===== config.mk =====
export PLATFORM = sky130hd
export DESIGN_NAME = uart_tx
export DESIGN_NICKNAME = d
export VERILOG_FILES = /design/src/rtl/uart_tx.sv
export SDC_FILE = /design/constraint.sdc
export NUM_CORES = 1
export LEC_CHECK = 0
export ABC_AREA = 1
export BUFFER_PORTS_ARGS = -buffer_cell sky130_fd_sc_hd__buf_2
export CORE_MARGIN = 4
export CORE_UTILIZATION = 60
export CTS_CLUSTER_DIAMETER = 50
export DETAILED_ROUTE_END_ITERATION = 8
export GPL_ROUTABILITY_DRIVEN = 0
export PLACE_DENSITY = 0.8
export SYNTH_ARGS = -nofsm -noshare
export SYNTH_HDL_FRONTEND = slang
export SYNTH_SLANG_ARGS = --single-unit

===== constraint.sdc =====
create_clock -name clk -period 3.05 [get_ports clk]
set_input_delay 0 -clock clk [delete_from_list [all_inputs] [get_ports clk]]
set_output_delay 0 -clock clk [all_outputs]
set_load 0.05 [all_outputs]

===== src/rtl/uart_tx.sv =====
// -----------------------------------------------------------------------------
// uart_tx: UART transmitter with a small TX FIFO for the APB_UART datapath.
//
// Frame: 1 start bit (0), DATA_WIDTH data bits LSB first, 1 even-parity bit
// (XOR of the data bits), then the stop phase (1). Each serial bit lasts
// exactly 16 baud_en_16x pulses.
//
// Build option:
//   UART_TX_TWO_STOP_EN  defined   -> stop phase is two bits (32 ticks)
//                        undefined -> stop phase is one bit (16 ticks)
//
// Ports:
//   clk          system clock
//   rst_n        asynchronous active-low reset
//   baud_en_16x  one-clk pulse at 16x the baud rate
//   tx_data      word to queue (sampled only when a push occurs)
//   tx_valid     push request
//   tx_ready     FIFO can accept; push happens on tx_valid && tx_ready
//   tx           serial line, idle high, registered
//   tx_busy      frame in progress (state other than IDLE), registered
//   tx_done      one-clk pulse when the stop phase completes, registered
//   fifo_level   current FIFO occupancy
// -----------------------------------------------------------------------------
module uart_tx #(
    parameter int unsigned DATA_WIDTH = 8,
    parameter int unsigned FIFO_DEPTH = 4
) (
    input  logic                          clk,
    input  logic                          rst_n,
    input  logic                          baud_en_16x,
    input  logic [DATA_WIDTH-1:0]         tx_data,
    input  logic                          tx_valid,
    output logic                          tx_ready,
    output logic                          tx,
    output logic                          tx_busy,
    output logic                          tx_done,
    output logic [$clog2(FIFO_DEPTH):0]   fifo_level
);

    localparam int unsigned PTR_W     = $clog2(FIFO_DEPTH);
    localparam int unsigned LVL_W     = PTR_W + 1;
    localparam int unsigned OS_W      = 4;
    localparam int unsigned BIT_CNT_W = (DATA_WIDTH > 1) ? $clog2(DATA_WIDTH) : 1;
`ifdef UART_TX_TWO_STOP_EN
    localparam int unsigned STOP_BITS = 2;
`else
    localparam int unsigned STOP_BITS = 1;
`endif

    typedef enum logic [2:0] {
        IDLE,
        START_BIT,
        DATA_BITS,
        PARITY_BIT,
        STOP_BIT
    } state_e;

    // Registered state
    state_e                  state_q,    state_d;
    logic [DATA_WIDTH-1:0]   shift_q,    shift_d;
    logic                    parity_q,   parity_d;
    logic [OS_W-1:0]         os_cnt_q,   os_cnt_d;
    logic [BIT_CNT_W-1:0]    bit_cnt_q,  bit_cnt_d;
    logic [PTR_W-1:0]        wr_ptr_q,   wr_ptr_d;
    logic [PTR_W-1:0]        rd_ptr_q,   rd_ptr_d;
    logic [LVL_W-1:0]        level_q,    level_d;
    logic [DATA_WIDTH-1:0]   fifo_mem_q [FIFO_DEPTH];
    logic [DATA_WIDTH-1:0]   fifo_mem_d [FIFO_DEPTH];
    logic                    tx_q,       tx_d;
    logic                    tx_busy_q,  tx_busy_d;
    logic                    tx_done_q,  tx_done_d;

    // Combinational helpers
    logic                    push;
    logic                    pop;
    logic                    load;
    logic                    bit_end;
    logic                    fifo_empty;
    logic [DATA_WIDTH-1:0]   head;

    // Next-state, FIFO and output computation
    always_comb begin
        state_d    = state_q;
        shift_d    = shift_q;
        parity_d   = parity_q;
        os_cnt_d   = os_cnt_q;
        bit_cnt_d  = bit_cnt_q;
        wr_ptr_d   = wr_ptr_q;
        rd_ptr_d   = rd_ptr_q;
        fifo_mem_d = fifo_mem_q;
        tx_done_d  = 1'b0;
        load       = 1'b0;
        bit_end    = 1'b0;

        // Space is judged on the registered level only: a same-cycle pop
        // never makes room for a push.
        push       = tx_valid && (level_q != LVL_W'(FIFO_DEPTH));
        fifo_empty = (level_q == '0);
        head       = fifo_mem_q[rd_ptr_q];

        // Oversample counter: 16 baud pulses per serial bit
        if ((state_q != IDLE) && baud_en_16x) begin
            if (os_cnt_q == OS_W'(15)) begin
                os_cnt_d = '0;
                bit_end  = 1'b1;
            end else begin
                os_cnt_d = os_cnt_q + OS_W'(1);
            end
        end

        case (state_q)
            IDLE: begin
                if (!fifo_empty) begin
                    load = 1'b1;
                end
            end
            START_BIT: begin
                if (bit_end) begin
                    state_d = DATA_BITS;
                end
            end
            DATA_BITS: begin
                if (bit_end) begin
                    if (bit_cnt_q == BIT_CNT_W'(DATA_WIDTH - 1)) begin
                        bit_cnt_d = '0;
                        state_d   = PARITY_BIT;
                    end else begin
                        bit_cnt_d = bit_cnt_q + BIT_CNT_W'(1);
                    end
                end
            end
            PARITY_BIT: begin
                if (bit_end) begin
                    state_d = STOP_BIT;
                end
            end
            STOP_BIT: begin
                // bit_cnt is reused to count stop bits
                if (bit_end) begin
                    if (bit_cnt_q == BIT_CNT_W'(STOP_BITS - 1)) begin
                        tx_done_d = 1'b1;
                        bit_cnt_d = '0;
                        if (!fifo_empty) begin
                            load = 1'b1;
                        end else begin
                            state_d = IDLE;
                        end
                    end else begin
                        bit_cnt_d = bit_cnt_q + BIT_CNT_W'(1);
                    end
                end
            end
            default: begin
                state_d = IDLE;
            end
        endcase

        // Pop the head word into the shift register and start a new frame
        pop = load;
        if (load) begin
            shift_d   = head;
            parity_d  = ^head;
            os_cnt_d  = '0;
            bit_cnt_d = '0;
            state_d   = START_BIT;
        end

        if (push) begin
            fifo_mem_d[wr_ptr_q] = tx_data;
            wr_ptr_d             = wr_ptr_q + PTR_W'(1);
        end
        if (pop) begin
            rd_ptr_d = rd_ptr_q + PTR_W'(1);
        end
        level_d = level_q + LVL_W'(push) - LVL_W'(pop);

        // Line level follows the current state, so tx trails state by one clk
        case (state_q)
            START_BIT:  tx_d = 1'b0;
            DATA_BITS:  tx_d = shift_q[bit_cnt_q];
            PARITY_BIT: tx_d = parity_q;
            default:    tx_d = 1'b1;
        endcase

        tx_busy_d = (state_d != IDLE);
    end

    // State register
    always_ff @(posedge clk or negedge rst_n) begin
        if (!rst_n) begin
            state_q    <= IDLE;
            shift_q    <= '0;
            parity_q   <= 1'b0;
            os_cnt_q   <= '0;
            bit_cnt_q  <= '0;
            wr_ptr_q   <= '0;
            rd_ptr_q   <= '0;
            level_q    <= '0;
            fifo_mem_q <= '{default: '0};
            tx_q       <= 1'b1;
            tx_busy_q  <= 1'b0;
            tx_done_q  <= 1'b0;
        end else begin
            state_q    <= state_d;
            shift_q    <= shift_d;
            parity_q   <= parity_d;
            os_cnt_q   <= os_cnt_d;
            bit_cnt_q  <= bit_cnt_d;
            wr_ptr_q   <= wr_ptr_d;
            rd_ptr_q   <= rd_ptr_d;
            level_q    <= level_d;
            fifo_mem_q <= fifo_mem_d;
            tx_q       <= tx_d;
            tx_busy_q  <= tx_busy_d;
            tx_done_q  <= tx_done_d;
        end
    end

    assign tx_ready   = (level_q != LVL_W'(FIFO_DEPTH));
    assign fifo_level = level_q;
    assign tx         = tx_q;
    assign tx_busy    = tx_busy_q;
    assign tx_done    = tx_done_q;

endmodule


# Word level (Yosys, flattened, before mapping)
# Index checks and enable logic that the tools add are counted.
classes:
  multipliers: 0
  n_mux: 36
  n_reduce_logical: 12
  n_eq_ne: 9
  n_shift: 0
  magnitude_cmp: 4
  n_bitwise: 2
  add_sub_neg: 6
  div_mod_pow: 0
op_table:
  columns: ["operator", "n"]
  rows:
  - ["3-bit 2-to-1 mux", 13]
  - ["32-bit bitwise mux", 1]
  - ["8-bit 2-to-1 mux", 3]
  - ["8-bit binary-select mux with 2-bit select", 1]
  - ["8-bit demux with 2-bit select", 1]
  - ["3-bit case mux with 5 select lines", 1]
  - ["4-bit 2-to-1 mux", 3]
  - ["3-bit zero test", 3]
  - ["1-bit 2-to-1 mux", 9]
  - ["3-bit inequality test (second input constant)", 3]
  - ["3-bit nonzero test", 3]
  - ["8-bit XOR reduction", 1]
  - ["3-bit by 2-bit == test with 1-bit output (second input constant)", 2]
  - ["3-bit == test (second input constant)", 2]
  - ["3-bit greater-or-equal comparator (second input constant)", 2]
  - ["2-bit NOT with 3-bit output", 2]
  - ["3-bit case mux with 2 select lines", 1]
  - ["2-bit by 1-bit adder with 2-bit output (second input constant)", 2]
  - ["4-bit by 1-bit adder with 4-bit output (second input constant)", 1]
  - ["4-bit == test (second input constant)", 1]
  - ["3-bit by 4-bit < comparator with 1-bit output (second input constant)", 1]
  - ["3-bit by 1-bit adder with 3-bit output", 1]
  - ["3-bit by 1-bit adder with 3-bit output (second input constant)", 1]
  - ["1-bit binary-select mux with 3-bit select", 1]
  - ["8 further kinds", 10]
word_totals:
  ff_bits: 61
  out_inout_bits: 7
  ram_bits: 0
  mem_bits_ro: 0
  latchBits: 0
  n_memories: 0
  inputBits: 12

# Logic depth before layout (Yosys ltp)
# Gate-level depths: netlist of run 1.
depth:
  word_depth: 7
  ltp_mapped: 13

# Worst setup path after synthesis of run 1
# OpenSTA, ideal clock, no wires.
synth_path:
  path_kind: "register -> register"
  from: "register level_q[1] (netlist: fifo_level[1])"
  to: "register level_q[2] (netlist: fifo_level[2])"
  path_stages_with_launch: 11
  t_required_ps: 2921
  period_less_slack_ps: 2704
  path_buffers: 0
  t_arrival_ps: 2575
  setup_ps: 129
  path_slack_ps: 346
  cell_sequence: "dfrtp_1 > inv_1 > nand3_1 > nand2_1 > inv_2 > xor2_1 > ha_1 > inv_1 > fa_1 > xnor2_1 > xor2_1"
synth_via:
  word_cells_on_any_way: 9
  classes_between: "add/sub (2); eq/ne (1); mux (4); reduce/logical (2)"
synth_rtl:
  columns: ["element", "line_no", "text"]
  rows:
  - ["start, declared", "66", "logic [LVL_W-1:0] level_q, level_d;"]
  - ["start signal, assigned", "211", "level_q <= level_d;"]
  - ["3-bit inequality test", null, null]
  - ["named net tx_ready", "33", "output logic tx_ready,"]
  - ["1-bit logical AND", "97", "push = tx_valid && (level_q != LVL_W'(FIFO_DEPTH));"]
  - ["3-bit by 1-bit adder with 3-bit output", "175", "level_d = level_q + LVL_W'(push) - LVL_W'(pop);"]
  - ["3-bit by 1-bit subtractor with 3-bit output", "175", null]
  - ["named net level_d[2]", "66", null]
# The timed path passes the listed nets, and every way through them passes these cells.
# A chain may end at the register's enable or synchronous reset.

# Final worst setup path of run 1
layout_path:
  from: "register os_cnt_q[0]"
  to: "register level_q[2] (netlist: fifo_level[2])"
layout_via:
  elab_chain_cells: 6
layout_lines:
  columns: ["element", "line_no", "text"]
  rows:
  - ["start, declared", "62", "logic [OS_W-1:0] os_cnt_q, os_cnt_d;"]
  - ["start signal, assigned", "207", "os_cnt_q <= os_cnt_d;"]
  - ["4-bit == test", "103", "if (os_cnt_q == OS_W'(15)) begin"]
  - ["1-bit 2-to-1 mux", "103", null]
  - ["1-bit 2-to-1 mux", "102", "if ((state_q != IDLE) && baud_en_16x) begin"]
  - ["1-bit 2-to-1 mux", "139", "if (bit_end) begin"]
  - ["1-bit case mux with 2 select lines", "111", "case (state_q)"]
  - ["3-bit by 1-bit subtractor with 3-bit output", "175", null]
  - ["named net level_d[2]", "66", null]
# The timed path passes the listed nets, and every way through them passes these cells.

==> results.txt, run 1 <==
Worst-margin pin slew - 0.779 ns
TritonRoute pass-1 iters - 4
Register area share after synthesis - 0.474
Clock sinks - 61
Result of the run - complete, no violations
Starting DRT DRC Count - 139
Worst Path Class, Setup - flip-flop to flip-flop
Worst slack on hold paths - 0.0285 ns
Maximum net fanout on the critical path - 9
Site row count - 26
Final Net Count - 447
Fin Clk Skew - 0.00484 ns
Die area - 0.00661 mm2
Final critical-path required period - 2.41 ns
Clock Tree Buf Depth - 2
Layout cells sized above 1 - 0.147
Kind of launch point of the worst setup path - flip-flop
Number of antenna diodes - 0
Number of distinct standard cells referenced by the synthesized netlist - 37
Combinational family with the most area after synthesis - simple AND/OR/NAND/NOR gates
Number of failing setup endpoints in the final timing report - 0
Total number of H-tree levels - 3
WL per Instance - 12.6 um
Via count of the first global-routing pass - 2,347
Setup tns final - 0 ns
Clk Latency, worst-skew pair - 0.34 ns
Fill cell total of the finished layout - 400
Delay-heaviest family, CP - adder cells
HPWL after DPL - 4350 um
Crit path buffers/inverters - 1
Relative max-transition margin - 0.480
# Max-Cap Violations - 0
Data arrival, critical path - 2.68 ns
Global-route total usage across every layer - 0.220
Worst IR drop on VDD - 637 uV
Unrepaired setup endpoints after global routing - no
Post-route DRC - 0
Most used cells in the layout excluding fill and tap cells - nand2_1 (152), dfrtp_1 (60), o21ai_0 (42), inv_1 (37), nand3_1 (29)
Highest Clock Rate - 414 MHz
Maximum number of pins on one net before global-route repair - 36
Slowest cell on the critical path - dfrtp_1
Antenna violations before repair - 0
Number of storage elements in the synthesis netlist - 61
Kind of path behind the tightest hold check - input pin to flip-flop
Cell Area, Synth - 0.00322 mm2
Layout overhead on the synthesized area - 12.6%
Mean cell area of the mapped netlist - 8.16 um2
Power after layout - 3.77 mW
Pwr Density - 1040 mW/mm2
Inserted Clock Buffers - 9
Period utilisation layout - 0.791
Die Y-Extent - 81.3 um
Required arrival time at the worst endpoint - 3.32 ns
Die width - 81.3 um
Initial core utilization - 0.623
Number of top-level pins - 19
Drt via density - 5.10
Root buffer cell - clkbuf_8
Clock input transition at the sequential cells of the worst setup and hold paths - 0.07 ns
Remaining antenna violation count - 0
Leakage - 1.88 nW
Max incr delay on CP - 0.38 ns
Routed wire length - 6280 um
Count of final max-slew check failures - 0
Global-route wire length before repair - 10,900 um
Adder and majority cell fraction of the synthesized area - 0.0411
Number of instances in the synthesized netlist - 395
Type of element capturing the critical path - flip-flop
Clock tree from TritonCTS - done
Compound-cell area share of the yosys netlist - 0.109
Total vias in the final route - 2,549
Number of port buffers - 18
Total congestion overflow after global routing - 0
Core area - 0.00517 mm2
Post-Synth Simple-Gate Area - 0.280
Net count after synthesis - 417
Most common cell after layout, fill and taps aside - nand2_1
Worst reg2reg startpoint - os_cnt_q[0]
Hold violation count in the final report - 0
Xor/xnor share of the synthesized area - 0.0217
Yosys synthesis warning count - 0
CP Launch Point - os_cnt_q[0]
Mux cell area share after synthesis - 0
Cell Chain, Critical Path - ha_1 -> nand3_1 -> nor2_8 -> nand4_4 -> nand2_8 -> xor2_1 -> ha_1 -> inv_1 -> fa_1 -> xnor2_1 -> xor2_1
Worst hold start - baud_en_16x
## state kept, by name, indices dropped and copies added, names as in the netlist
register	count
wr_ptr_q	2
parity_q	1
os_cnt_q	4
fifo_mem_q	32
bit_cnt_q	3
tx_done	1
fifo_level	3
state_q	3
tx_busy	1
tx	1
shift_q	8
rd_ptr_q	2
## synth_stat cells (all sizes together)
cell | count | share of area
nand3 | 30 | 0.048
o22ai | 2 | 0.0039
nand3b | 1 | 0.0023
o221ai | 1 | 0.0027
a211oi | 1 | 0.0023
or2 | 1 | 0.0019
nor2 | 10 | 0.021
o21ai | 50 | 0.087
nand4 | 2 | 0.0085
fa | 1 | 0.0062
dfrtp | 60 | 0.47
dfstp | 1 | 0.0082
nand2 | 160 | 0.20
buf | 7 | 0.021
ha | 9 | 0.035
inv | 40 | 0.048
a21oi | 4 | 0.0062
clkbuf | 4 | 0.0047
xnor2 | 2 | 0.0054
xor2 | 6 | 0.016
o2111ai | 1 | 0.0027
o31ai | 2 | 0.0047
## worst min-delay path, delay by kind of cell
family | cells | cell delay (ns)
AOI/OAI and AO/OA | 1 | 0.05
and+or+nand+nor | 2 | 0.16
buffers and inverters | 1 | 0.10
## repair_timing
action | 4_1_cts | 5_1_grt
hold endpoints to repair | 64 | 0
buffers inserted | 0 | 0
resized for setup | 0 | 0
setup endpoints to repair | 0 | 0
hold buffers | 10 | 0
## report_power, final
group | leakage (nW) | switching, mW | internal [mW] | total [mW]
Sequential | 0.755 | 0.253 | 1.16 | 1.41
Combinational | 1.02 | 1.10 | 0.570 | 1.67
Clock | 0.101 | 0.310 | 0.381 | 0.690
Total | 1.88 | 1.66 | 2.11 | 3.77
## kinds of logic (layout without fill, tap and decap cells)
logic type | after synthesis | in the layout
compound gates | 61 | 61
xor+xnor | 8 | 8
fa+ha+maj | 10 | 10
buf+inv | 51 | 86
flops | 61 | 61
simple gates | 204 | 204
## through the flow
stage                     cell area (um2)  setup slack (ns)  utilization  cells
after global routing                 3630             0.448        0.702    500
final                                3630             0.637        0.702    500
after global placement               3330             0.732        0.644    474
after floorplan                      3220             0.346            -    395
after CTS                            3630             0.612        0.702    500
after detailed placement             3330             0.624        0.644    474
## final timing paths
check	end	slack, ns	cells after the start
min in group asynchronous	rd_ptr_q[1]	0.27	2
hold reg to reg	shift_q[6]	0.49	2
setup reg to reg	fifo_level[2]	0.64	11
hold / removal	os_cnt_q[1]	0.03	4
max in group asynchronous	fifo_mem_q[24]	1.94	3
setup / recovery	fifo_level[2]	0.64	11
## layout make-up
class / instances / area [um2] / area share
flip-flops and latches: 61 / 1530 / 0.421
multi-input cells: 283 / 1460 / 0.402
repair buffers: 30 / 205 / 0.0565
clock buffers: 13 / 179 / 0.0493
inverters: 40 / 155 / 0.0427
well taps: 70 / 87.6 / 0.0241
clock inverters: 3 / 17.5 / 0.00483
## routing by layer
layer	GRT usage	routed length, um	vias to the layer above	share of wire
li1	-	-	1323	-
met1	0.302	3040	1173	0.48
met2	0.333	2910	45	0.46
met3	0.0455	216	8	0.034
met4	0.108	113	0	0.018
met5	0	0	-	0
(Power assumes the default switching activity.)
==> inputs of run 2 (changes only) <==
Clock period 3.05 ns to 2.25 ns, I/O delays scaled along.
==> results.txt, run 2 (same netlist as run 1, synthesis figures left out) <==
Layout overhead on the synthesized area - 17.7%
Leakage - 1.95 nW (+3.4%)
Clock sinks - 61 (unchanged)
Most common cell after layout, fill and taps aside - nand2_1
Root buffer cell - clkbuf_8
CP Launch Point - state_q[1]
Layout cells sized above 1 - 0.200 (+0.0535)
Highest Clock Rate - 470 MHz (+13%)
Inserted Clock Buffers - 9 (unchanged)
Initial core utilization - 0.623 (unchanged)
Remaining antenna violation count - 0 (unchanged)
Fin Clk Skew - 0.00679 ns (+0.00195 ns)
Maximum number of pins on one net before global-route repair - 41 (+14%)
Fin worst setup slack - 0.123 ns (-0.514 ns)
Final Net Count - 462 (+3.4%)
Required arrival time at the worst endpoint - 2.51 ns (-0.81 ns)
Pwr Density - 1380 mW/mm2 (+33%)
WL per Instance - 12.9 um (+2.8%)
Worst Path Class, Setup - flip-flop to flip-flop
Relative max-transition margin - 0.611 (+0.131)
Worst-margin pin slew - 0.582 ns (-0.198 ns)
Core area - 0.00517 mm2 (unchanged)
Kind of path behind the tightest hold check - input pin to flip-flop
Worst hold start - baud_en_16x
Global-route wire length before repair - 11,600 um (+5.9%)
Most used cells in the layout excluding fill and tap cells - nand2_1 (152), dfrtp_1 (57), o21ai_0 (42), inv_1 (34), nand3_1 (26)
Clock tree from TritonCTS - done
Count of final max-slew check failures - 0 (unchanged)
Regs by FF count - fifo_mem_q x32, shift_q x8, os_cnt_q x4
Final critical-path required period - 2.13 ns (-0.286 ns)
Pre-CTS setup slack - -0.100 ns (-0.724 ns)
Routed wire length - 6650 um (+5.9%)
Capture point of the critical path - fifo_level[2]
Clk Latency, worst-skew pair - 0.34 ns (about the same)
HPWL after DPL - 4510 um (+3.8%)
Clock input transition at the sequential cells of the worst setup and hold paths - 0.07 ns (about the same)
Setup tns final - 0 ns (unchanged)
Maximum net fanout on the critical path - 4 (-5)
Worst slack on hold paths - 0.0407 ns (+0.0122 ns)
Number of failing setup endpoints in the final timing report - 0 (unchanged)
Kind of launch point of the worst setup path - flip-flop
Final Util - 0.734 (+0.0322)
Die width - 81.3 um (unchanged)
Data arrival, critical path - 2.38 ns (-0.30 ns)
# Max-Cap Violations - 0 (unchanged)
Reg with most FFs - fifo_mem_q
TritonRoute pass-1 iters - 5 (+1)
Global-route total usage across every layer - 0.231 (+0.0109)
Site row count - 26 (unchanged)
Period utilisation layout - 0.945 (+0.154)
Setup slack, reg-to-reg - 0.12 ns (-0.51 ns)
Die Y-Extent - 81.3 um (unchanged)
Worst IR drop on VDD - 852 uV (+34%)
Number of port buffers - 18 (unchanged)
Total vias in the final route - 2,645 (+3.8%)
Result of the run - complete, no violations
Drt via density - 5.14 (+0.74%)
Starting DRT DRC Count - 144 (+3.6%)
Via count of the first global-routing pass - 2,575 (+9.7%)
Clock Tree Buf Depth - 2 (unchanged)
Type of element capturing the critical path - flip-flop
Endpoint of the worst register-to-register path - fifo_level[2]
Post-route DRC - 0 (unchanged)
Hold violation count in the final report - 0 (unchanged)
Die area - 0.00661 mm2 (unchanged)
Antenna violations before repair - 0 (unchanged)
Number of antenna diodes - 0 (unchanged)
Worst reg2reg startpoint - state_q[1]
Total congestion overflow after global routing - 0 (unchanged)
Number of flip-flops under the largest register name - 32 (unchanged)
Power after layout - 5.25 mW (+39%)
Total number of H-tree levels - 3 (unchanged)
Number of top-level pins - 19 (unchanged)
Worst Reg2Reg Path Length in Cells - 11 (unchanged)
-- run 2: cell types whose count changed in the layout (fill, tap and decap cells not counted), moves of 2 or more --
cell,change
dfrtp_1,-3
dfrtp_2,+3
nand3_1,-3
inv_2,+3
clkbuf_1,+2
inv_1,-3
clkbuf_8,-2
buf_4,+14
nand3_4,+2
-- run 2: area by class of cell --
class | count | area, um2
inverters | 40 | 155
repair buffers | 45 | 330
multi-input cells | 283 | 1510
flip-flops and latches | 61 | 1530
well taps | 70 | 87.6
clock buffers | 13 | 159
fillers | 381 | 1380
clock inverters | 3 | 20.0
-- run 2: worst min path at each step --
stage                         endpoint  cells after the start
final                      os_cnt_q[1]                      4
after global routing       os_cnt_q[2]                      3
after CTS                  os_cnt_q[1]                      4
after detailed placement       tx_busy                      1
after global placement         tx_busy                      1
after floorplan           bit_cnt_q[0]                      0
-- run 2: repair_timing --
item / in CTS / in global routing
buffers inserted: 3 / 3
pin swaps: 2 / 0
gates resized for setup: 3 / 5
endpoints found under the setup margin: 1 / 1
hold buffers: 10 / 0
hold endpoints to repair: 54 / 0
-- run 2: per-layer routing --
metal	part of all wire	vias up	global-route usage
met3	0.038	13	0.0488
met1	0.45	1221	0.286
li1	-	1345	-
met4	0.021	0	0.115
met2	0.49	66	0.383
met5	0	-	0
-- run 2: power breakdown --
| group | total, mW | internal, mW | switching, mW |
|---|---|---|---|
| Clock | 0.862 | 0.458 | 0.404 |
| Sequential | 1.91 | 1.58 | 0.330 |
| Combinational | 2.48 | 0.868 | 1.61 |
-- run 2: critical path: stages, from the launching register on --
cell and delay (ns):
dfrtp_1 0.41, nor2_4 0.18, inv_1 0.09, nor2_4 0.11
nand4_4 0.13, nand2_8 0.09, xor2_2 0.15, ha_1 0.15
inv_1 0.05, fa_2 0.35, xnor2_2 0.18, xor2_1 0.16
-- run 2: metrics by stage --
step | instances | instance area, um2
after global placement | 483 | 3440
after CTS | 512 | 3750
after floorplan | 395 | 3250
final | 515 | 3800
after detailed placement | 483 | 3440
after global routing | 515 | 3800
==> inputs of run 3 (changes only) <==
Settings changed: BUFFER_PORTS_ARGS -buffer_cell sky130_fd_sc_hd__buf_2 to -buffer_cell sky130_fd_sc_hd__buf_4.
==> results.txt, run 3 (same netlist as run 1, synthesis figures left out) <==
Inserted Clock Buffers - 9 (unchanged)
Clock input transition at the sequential cells of the worst setup and hold paths - 0.07 ns (about the same)
Slowest cell on the critical path - dfrtp_1
Final critical-path required period - 2.15 ns (+0.0194 ns)
Total number of H-tree levels - 3 (unchanged)
Most common cell after layout, fill and taps aside - nand2_1
Pre-CTS setup slack - -0.0548 ns (+0.0453 ns)
Global-route wire length before repair - 12,000 um (+3.9%)
Required arrival time at the worst endpoint - 2.47 ns (-0.04 ns)
Clock sinks - 61 (unchanged)
WL per Instance - 13.4 um (+4.0%)
Starting DRT DRC Count - 146 (+1.4%)
# Max-Cap Violations - 0 (unchanged)
Post-route DRC - 0 (unchanged)
Leakage - 1.98 nW (+1.7%)
Clk Latency, worst-skew pair - 0.34 ns (about the same)
Result of the run - complete, no violations
Footprint of the multi-input gates - 0.00151 mm2 (unchanged)
Number of top-level pins - 19 (unchanged)
Remaining antenna violation count - 0 (unchanged)
Cell Chain, Critical Path - ha_2 -> nand3_4 -> nor2_8 -> nand4_4 -> nand2_8 -> xor2_2 -> ha_1 -> inv_1 -> fa_2 -> xnor2_2 -> xor2_1
Kind of path behind the tightest hold check - input pin to flip-flop
Kind of launch point of the worst setup path - flip-flop
Drt via density - 5.25 (+2.3%)
Maximum number of pins on one net before global-route repair - 62 (+51%)
Fill cell total of the finished layout - 375 (-1.6%)
Count of final max-slew check failures - 0 (unchanged)
Maximum net fanout on the critical path - 2 (-2)
Clock Tree Buf Depth - 2 (unchanged)
Fin Clk Skew - 0.00452 ns (-0.00227 ns)
Worst-margin pin slew - 0.763 ns (+0.181 ns)
Worst Path Class, Setup - flip-flop to flip-flop
Die Y-Extent - 81.3 um (unchanged)
Type of element capturing the critical path - flip-flop
Core area - 0.00517 mm2 (unchanged)
Most used cells in the layout excluding fill and tap cells - nand2_1 (152), dfrtp_1 (57), o21ai_0 (42), inv_1 (34), buf_4 (32)
Number of flip-flops under the largest register name - 32 (unchanged)
Global-route total usage across every layer - 0.241 (+0.00945)
Highest Clock Rate - 466 MHz (-0.90%)
Fin worst setup slack - 0.104 ns (-0.0194 ns)
Relative max-transition margin - 0.491 (-0.120)
Via count of the first global-routing pass - 2,690 (+4.5%)
Data arrival, critical path - 2.36 ns (-0.02 ns)
Hold violation count in the final report - 0 (unchanged)
Reg with most FFs - fifo_mem_q
Initial core utilization - 0.623 (unchanged)
Site row count - 26 (unchanged)
Cells after DPL - 482 (-0.21%)
Root buffer cell - clkbuf_8
Clock tree from TritonCTS - done
Total vias in the final route - 2,690 (+1.7%)
Die width - 81.3 um (unchanged)
HPWL after DPL - 4480 um (-0.84%)
Period utilisation layout - 0.954 (+0.00862)
Die area - 0.00661 mm2 (unchanged)
Number of port buffers - 18 (unchanged)
Storage element area - 0.00153 mm2 (unchanged)
Max incr delay on CP - 0.36 ns (-0.05 ns)
Layout overhead on the synthesized area - 19.9%
Total congestion overflow after global routing - 0 (unchanged)
Layout cells sized above 1 - 0.195 (-0.00543)
Number of antenna diodes - 0 (unchanged)
Antenna violations before repair - 0 (unchanged)
Final standard cell count with taps included and fillers excluded - 512 (-0.58%)
Final Net Count - 459 (-0.65%)
TritonRoute pass-1 iters - 4 (-1)
Regs by FF count - fifo_mem_q x32, shift_q x8, os_cnt_q x4
Worst IR drop on VDD - 751 uV (-12%)
Pwr Density - 1460 mW/mm2 (+5.2%)
Number of failing setup endpoints in the final timing report - 0 (unchanged)
Routed wire length - 6870 um (+3.4%)
-- run 3: changes by cell type in the layout (fill, tap and decap cells not counted), sizes merged --
cell | previous run | this run
buf | 35 | 32
clkbuf | 13 | 12
bufinv | 0 | 3
clkinvlp | 2 | 0
-- run 3: worst max-delay path: cells and delay by family, from the launching register on --
| family | cells | cell delay [ns] |
|---|---|---|
| adders and majority gates | 3 | 0.73 |
| buffers and inverters | 1 | 0.05 |
| xor gates and xnor gates | 3 | 0.44 |
| DFF | 1 | 0.36 |
| and+or+nand+nor | 4 | 0.43 |
-- run 3: timing repair --
action                                  4_1_cts  5_1_grt
hold buffers                                 10        0
gates cloned                                  0        0
hold endpoints to repair                     89        0
endpoints found under the setup margin        1        2
pin swaps                                     1        1
gates resized for setup                       3        5
setup buffers                                 3        1
-- run 3: area by class of cell --
type | count | area share
repair buffers | 42 | 0.0880
inverters | 40 | 0.0401
clock inverters | 4 | 0.0246
well taps | 70 | 0.0226
multi-input cells | 283 | 0.391
clock buffers | 12 | 0.0375
flip-flops and latches | 61 | 0.396
-- run 3: routing by layer --
layer | vias to the layer above | GRT usage | part of all wire
li1 | 1340 | - | -
met1 | 1278 | 0.294 | 0.45
met2 | 57 | 0.409 | 0.50
met3 | 15 | 0.0366 | 0.035
met4 | 0 | 0.127 | 0.021
met5 | - | 0 | 0
-- run 3: power breakdown --
part	internal (mW)	switching [mW]
registers	1.58	0.335
clock network	0.765	0.420
logic	0.902	1.63
total	3.25	2.38
-- run 3: final timing paths --
path / startpoint / endpoint / slack [ns] / cells after the start
setup / recovery: os_cnt_q[1] / fifo_level[2] / 0.10 / 11
hold / removal: baud_en_16x / os_cnt_q[1] / 0.03 / 4
setup reg to reg: os_cnt_q[1] / fifo_level[2] / 0.10 / 11
hold reg to reg: shift_q[5] / shift_q[5] / 0.49 / 2
max in group asynchronous: rst_n / fifo_level[0] / 1.45 / 2
min in group asynchronous: rst_n / state_q[2] / 0.27 / 2
-- run 3: per-stage QoR --
step                hold slack, ns  instance area (um2)  total power, mW   util  setup TNS, ns
CTS                         0.0209                 3840             5.63  0.742              0
finish                      0.0282                 3870             5.63  0.748              0
floorplan                   -0.296                 3250             3.79      -              0
detailed placement           0.127                 3460             4.35  0.670        -0.0548
global route                0.0530                 3870             6.11  0.748       -0.00382
global placement             0.117                 3460             4.22  0.670              0
